`config.mk`:
```
export PLATFORM = sky130hd
export DESIGN_NAME = decode_stage_flat
export DESIGN_NICKNAME = d
export VERILOG_FILES = /design/src/rtl/decode_stage_if.sv /design/src/rtl/decode_stage.sv /design/src/flat_wrapper.sv
export SDC_FILE = /design/constraint.sdc
export NUM_CORES = 2
export LEC_CHECK = 0
export CORE_UTILIZATION = 55
export CTS_BUF_LIST = sky130_fd_sc_hd__clkbuf_8
export DETAILED_ROUTE_END_ITERATION = 6
export GPL_TIMING_DRIVEN = 0
export PLACE_DENSITY = 0.85
export SYNTH_ARGS = -nofsm -noshare
export SYNTH_HDL_FRONTEND = slang
export SYNTH_SLANG_ARGS = --single-unit
```
`constraint.sdc`:
```
create_clock -name clock -period 43.9 [get_ports clock]
set_input_delay 4.39 -clock clock [delete_from_list [all_inputs] [get_ports clock]]
set_output_delay 4.39 -clock clock [all_outputs]
set_load 0.1 [all_outputs]
```
`src/rtl/decode_stage_if.sv`:
```
// decode_stage_if: instruction handshake, write-back port and decoded result bundle.
interface decode_stage_if #(parameter int DATA_W = 32, parameter int ADDR_W = 5);
  logic in_valid;
  logic in_ready;
  logic [31:0] Instruction;
  logic [DATA_W-1:0] opcplus4;
  logic RegWrite;
  logic Jal;
  logic [ADDR_W-1:0] wb_addr;
  logic [DATA_W-1:0] wb_data;
  logic [DATA_W-1:0] wb_pc4;
  logic flush;
  logic out_valid;
  logic out_ready;
  logic [DATA_W-1:0] read_data_1;
  logic [DATA_W-1:0] read_data_2;
  logic [DATA_W-1:0] Sign_extend;
  logic [31:0] out_instr;
  logic [DATA_W-1:0] out_pc4;
  modport master (
    output in_valid, Instruction, opcplus4, RegWrite, Jal, wb_addr, wb_data, wb_pc4, flush, out_ready,
    input in_ready, out_valid, read_data_1, read_data_2, Sign_extend, out_instr, out_pc4
  );
  modport slave (
    input in_valid, Instruction, opcplus4, RegWrite, Jal, wb_addr, wb_data, wb_pc4, flush, out_ready,
    output in_ready, out_valid, read_data_1, read_data_2, Sign_extend, out_instr, out_pc4
  );
endinterface

```
`src/rtl/decode_stage.sv`:
```
// decode_stage: register file with write-back bypass, immediate extension and a one-entry output register.
module decode_stage #(
  parameter int DATA_W = 32,
  parameter int REG_NUM = 32,
  parameter int ADDR_W = $clog2(REG_NUM)
) (
  input logic clock,
  input logic reset,
  decode_stage_if.slave d
);
  logic [DATA_W-1:0] rf [REG_NUM];
  logic [ADDR_W-1:0] wb_idx, rs, rt, hrs, hrt;
  logic [DATA_W-1:0] wb_val, op1, op2, imm;
  logic [5:0] opc;
  logic wr, cap, stall, zext;
  always_comb begin
    wb_idx = d.Jal ? ADDR_W'(REG_NUM - 1) : d.wb_addr;
    wb_val = d.Jal ? d.wb_pc4 : d.wb_data;
    wr = d.RegWrite && wb_idx != '0;
    rs = d.Instruction[21 +: ADDR_W];
    rt = d.Instruction[16 +: ADDR_W];
    hrs = d.out_instr[21 +: ADDR_W];
    hrt = d.out_instr[16 +: ADDR_W];
    op1 = (wr && wb_idx == rs) ? wb_val : rf[rs];
    op2 = (wr && wb_idx == rt) ? wb_val : rf[rt];
    d.in_ready = !d.out_valid || d.out_ready;
    cap = d.in_valid && d.in_ready && !d.flush;
    stall = d.out_valid && !d.out_ready;
    opc = d.Instruction[31:26];
    zext = opc inside {6'h00, 6'h02, 6'h03, 6'h09, 6'h0B, 6'h0C, 6'h0D, 6'h0E};
    imm = opc == 6'h0F ? DATA_W'({d.Instruction[15:0], 16'h0000}) :
          zext ? DATA_W'(d.Instruction[15:0]) : DATA_W'($signed(d.Instruction[15:0]));
  end
  // register 0 is never written, so its reset value of zero is what it always reads
  always_ff @(posedge clock or posedge reset) begin
    if (reset) begin
      for (int i = 0; i < REG_NUM; i++) rf[i] <= '0;
      d.out_valid <= 1'b0;
      d.read_data_1 <= '0;
      d.read_data_2 <= '0;
      d.Sign_extend <= '0;
      d.out_instr <= '0;
      d.out_pc4 <= '0;
    end else begin
      if (wr) rf[wb_idx] <= wb_val;
      d.out_valid <= !d.flush && (cap || stall);
      if (cap) begin
        d.read_data_1 <= op1;
        d.read_data_2 <= op2;
        d.Sign_extend <= imm;
        d.out_instr <= d.Instruction;
        d.out_pc4 <= d.opcplus4;
      end else if (stall) begin
        if (wr && wb_idx == hrs) d.read_data_1 <= wb_val;
        if (wr && wb_idx == hrt) d.read_data_2 <= wb_val;
      end
    end
  end
endmodule

```
`src/flat_wrapper.sv`:
```
// flat-port wrapper written by rule: the top's interface ports become plain ports
module decode_stage_flat 
#(
  parameter int DATA_W = 32,
  parameter int REG_NUM = 32,
  parameter int ADDR_W = $clog2(REG_NUM)
)
  (clock, reset, d_in_valid, d_Instruction, d_opcplus4, d_RegWrite, d_Jal, d_wb_addr, d_wb_data, d_wb_pc4, d_flush, d_out_ready, d_in_ready, d_out_valid, d_read_data_1, d_read_data_2, d_Sign_extend, d_out_instr, d_out_pc4);
  decode_stage_if #(.DATA_W(DATA_W), .ADDR_W(ADDR_W)) d_i ();
  input logic clock;
  input logic reset;
  input wire logic [$bits(d_i.in_valid)-1:0] d_in_valid;
  input wire logic [$bits(d_i.Instruction)-1:0] d_Instruction;
  input wire logic [$bits(d_i.opcplus4)-1:0] d_opcplus4;
  input wire logic [$bits(d_i.RegWrite)-1:0] d_RegWrite;
  input wire logic [$bits(d_i.Jal)-1:0] d_Jal;
  input wire logic [$bits(d_i.wb_addr)-1:0] d_wb_addr;
  input wire logic [$bits(d_i.wb_data)-1:0] d_wb_data;
  input wire logic [$bits(d_i.wb_pc4)-1:0] d_wb_pc4;
  input wire logic [$bits(d_i.flush)-1:0] d_flush;
  input wire logic [$bits(d_i.out_ready)-1:0] d_out_ready;
  output wire logic [$bits(d_i.in_ready)-1:0] d_in_ready;
  output wire logic [$bits(d_i.out_valid)-1:0] d_out_valid;
  output wire logic [$bits(d_i.read_data_1)-1:0] d_read_data_1;
  output wire logic [$bits(d_i.read_data_2)-1:0] d_read_data_2;
  output wire logic [$bits(d_i.Sign_extend)-1:0] d_Sign_extend;
  output wire logic [$bits(d_i.out_instr)-1:0] d_out_instr;
  output wire logic [$bits(d_i.out_pc4)-1:0] d_out_pc4;
  assign d_i.in_valid = d_in_valid;
  assign d_i.Instruction = d_Instruction;
  assign d_i.opcplus4 = d_opcplus4;
  assign d_i.RegWrite = d_RegWrite;
  assign d_i.Jal = d_Jal;
  assign d_i.wb_addr = d_wb_addr;
  assign d_i.wb_data = d_wb_data;
  assign d_i.wb_pc4 = d_wb_pc4;
  assign d_i.flush = d_flush;
  assign d_i.out_ready = d_out_ready;
  assign d_in_ready = d_i.in_ready;
  assign d_out_valid = d_i.out_valid;
  assign d_read_data_1 = d_i.read_data_1;
  assign d_read_data_2 = d_i.read_data_2;
  assign d_Sign_extend = d_i.Sign_extend;
  assign d_out_instr = d_i.out_instr;
  assign d_out_pc4 = d_i.out_pc4;
  decode_stage #(.DATA_W(DATA_W), .REG_NUM(REG_NUM), .ADDR_W(ADDR_W)) u_core (.clock(clock), .reset(reset), .d(d_i));
endmodule
```
==> summary.txt <==
Yosys cell types: 56
Avg Cell Area, Syn: 10.76 sq um
type of the worst setup path: input pin to primary output
Chip Width: 331.3 um
Die Ht: 331.3 um
Critical Path Source: d_out_ready
Yosys Warn Count: 0
first-pass iteration count of the detailed router: 7
most common cell after layout, fill and taps aside: nand2_1
setup repair bufs after CTS: 0
synthesized instance count: 5,542
worst-path maximum fanout: 4
Worst Clk Skew: 0.06395 ns
CTS tree: done
Max Cap Viol: 10
Worst setup SP type: input pin
min-delay worst type: register to register
synthesis-stage register bit count: 1,185
Slew @ Worst Pin: 1.687 ns
reg2reg end: u_core.d.read_data_2[15]$_DFFE_PP0P_
gpl congestion: 1.111
Simple-Gate Fraction of Synth Area: 10.07%
clk sink count: 1,185
DRC viols: 12
Routed Wire Length: 238.7 mm
CTS max path bufs: 3
Post-Synth XOR/XNOR Area: 0.1175%
critical path arrival: 6.45 ns
die area: 109,800 sq um
Peak VDD IR: 41.87 uV
Clk Latency, worst-skew pair: 0.98 ns
RSZ-0062 raised after global routing: no
WL per Instance: 31.30 um
post-synthesis adder-cell area fraction: 0%
CTS root buffer: clkbuf_8
leakage: 0.03026 uW
Critical R2R Launch: u_core.d.out_valid$_DFF_PP0_
nets: 6,184
total CTS buffers: 191
largest family of logic cells by synthesized area: multiplexers
Total GRT Usage: 42.95%
fin cells: 7,625
initial antenna violation count: 16
failing checks: DRC, capacitance limit, slew limit
r2r setup slk: 40.11 ns
htree depth: 4
mux contribution to synthesized area: 22.66%
CP Capture Point: d_in_ready
Vias/cell: 7.034
Core ar.: 107,400 sq um
overall power: 3277 uW
I/O Buffers: 294
Placed Cells: 7,254
largest net degree at the start of global routing: 135
ys flop type: dfrtp_1
post-synthesis cell area: 59,640 sq um
Starting Density: 55.55%
synth top area cells: dfrtp_1, mux4_2, o21ai_0, nand2_1, mux2i_1
status: complete, but fails checks
largest area contributor in the netlist: dfrtp_1
P per Cell Area: 47.46 nW/um^2
final setup violation count: 0
fill count: 8,054
HPWL after DPL: 175.0 mm
Post-synth ARST share: 100.0%
area delta synth->final: 15.78%
DRT iter0 DRCs: 9,005
routed via count: 53,630
most frequent cells in the layout: nand2_1, dfrtp_1, o21ai_0
Max Freq: 92.24 MHz
sequential fraction of the synthesis area: 49.72%
num ports: 302
CTS Hold Bufs: 0
number of flops mapped to enable cells by yosys: 0
worst reg-to-reg path cell count: 7
share of layout cells above drive strength 1: 15.97%
number of global-route vias before repair: 52,290
relative max-transition margin: -12.48%
Hold Fails Final Rpt: 0
remaining antenna violation count: 0
part of the cycle the worst path needs: 24.69%
share of the synthesized area in the top cell type: 49.72%
WP data required: 39.51 ns
syn nets: 5,682
complex-gate fraction of the synthesized area: 13.20%
Final Critical Period: 10.84 ns
Max Slew Vio Count: 82
CP endpoint kind: primary output
first-pass GRT wire length: 341.6 mm
grt ovf: 0
Post-CTS Resized: 0
Row Count: 120
clk slew on worst S/H paths: 0.06 ns
report_power, final:
| group | internal, uW | switching [uW] | total, uW |
|---|---|---|---|
| clock | 598 | 488 | 1090 |
| combinational | 269 | 551 | 820 |
| sequential | 1250 | 126 | 1370 |
critical path, stage by stage:
cell and delay [ns]:
clkdlybuf4s50_1 0.40, nor2b_1 0.50, inv_1 0.13, clkdlybuf4s50_1 1.03
worst min-delay path by stage:
stage                                      start  slack [ns]                                 to  depth (start not counted)
6_report       u_core.d.out_instr[0]$_DFFE_PP0N_        0.47  u_core.d.out_instr[0]$_DFFE_PP0N_                          2
3_5_place_dp    u_core.d.out_pc4[26]$_DFFE_PP0N_        0.46   u_core.d.out_pc4[26]$_DFFE_PP0N_                          2
4_1_cts         u_core.d.out_pc4[26]$_DFFE_PP0N_        0.48   u_core.d.out_pc4[26]$_DFFE_PP0N_                          2
5_1_grt        u_core.d.out_instr[3]$_DFFE_PP0N_        0.48  u_core.d.out_instr[3]$_DFFE_PP0N_                          2
3_3_place_gp         u_core.rf[1002]$_DFFE_PP0P_        0.45        u_core.rf[1002]$_DFFE_PP0P_                          1
2_1_floorplan        u_core.rf[1000]$_DFFE_PP0P_        0.44        u_core.rf[1000]$_DFFE_PP0P_                          1
cell usage after synthesis, types with 3 or more instances:
master     instances
a211oi_1           3
a221o_1           32
dfrtp_1         1185
a22oi_1           71
a21o_1             4
a21oi_1          115
a2111oi_0          3
nand2_1         1282
mux2i_1          316
o211ai_1          49
nand2b_1           5
a2111oi_2          6
a31oi_1           34
mux4_2           425
o21ai_1            9
buf_4             17
xor2_1             8
o21ai_0         1017
a221oi_1          16
o221ai_1          31
nor2b_1           10
inv_1             36
buf_2             94
or3_1              3
nor3_1            34
mux2_2            69
clkbuf_1         416
and2_1             5
or2_2             33
o21a_1             3
buf_6              7
nand3_1           24
buf_1             36
nor2_1           113
registers in the layout (all words and copies together) (netlist names):
name and flops:
u_core.d.Sign_extend 32, u_core.d.out_instr 32, u_core.d.out_pc4 32, u_core.d.out_valid 1
u_core.d.read_data_1 32, u_core.d.read_data_2 32, u_core.rf 1024
cell type report:
cell class                 instances  area [sq um]  area share, %
inverter                          36         142.6         0.2066
tap                             1403          1755          2.542
buffer                           572          2390          3.461
multi-input combinational       3749         27470          39.78
clock inverter                    94         783.3          1.134
sequential                      1185         29650          42.94
timing repair buffer             309          3248          4.704
antenna                           18         45.04        0.06523
clock buffer                     259          3565          5.162
layer usage:
metal  vias up  wire length (um)  track usage (%)
met5         -               352            1.563
met4        24             20520            31.79
met1     26140             76680            50.34
met2      5186             98680            59.47
met3      1418             42430            22.90
li1      20870                 -                -
metrics by stage:
| step | hold WS [ns] | setup WS, ns | TNS [ns] | instance area, sq um | utilization [%] |
|---|---|---|---|---|---|
| 2_1_floorplan | 0.4413 | 6.129 | 0 | 59640 | - |
| 3_3_place_gp | 0.4517 | -6.213 | -7104.55 | 64340 | 59.93 |
| 3_5_place_dp | 0.4615 | 33.11 | 0 | 64650 | 60.22 |
| 4_1_cts | 0.4760 | 33.11 | 0 | 69000 | 64.27 |
| 5_1_grt | 0.4826 | 33.08 | 0 | 69010 | 64.28 |
| 6_report | 0.4742 | 33.06 | 0 | 69050 | 64.32 |
cells by family after synthesis:
| group | count (synthesis) |
|---|---|
| multiplexers | 810 |
| buffers and inverters | 608 |
| XOR/XNOR | 8 |
| AND/OR/NAND/NOR | 1525 |
| AO/OA/AOI/OAI | 1406 |
| flip-flops | 1185 |
No activity file was read; power rests on OpenSTA's default activity.
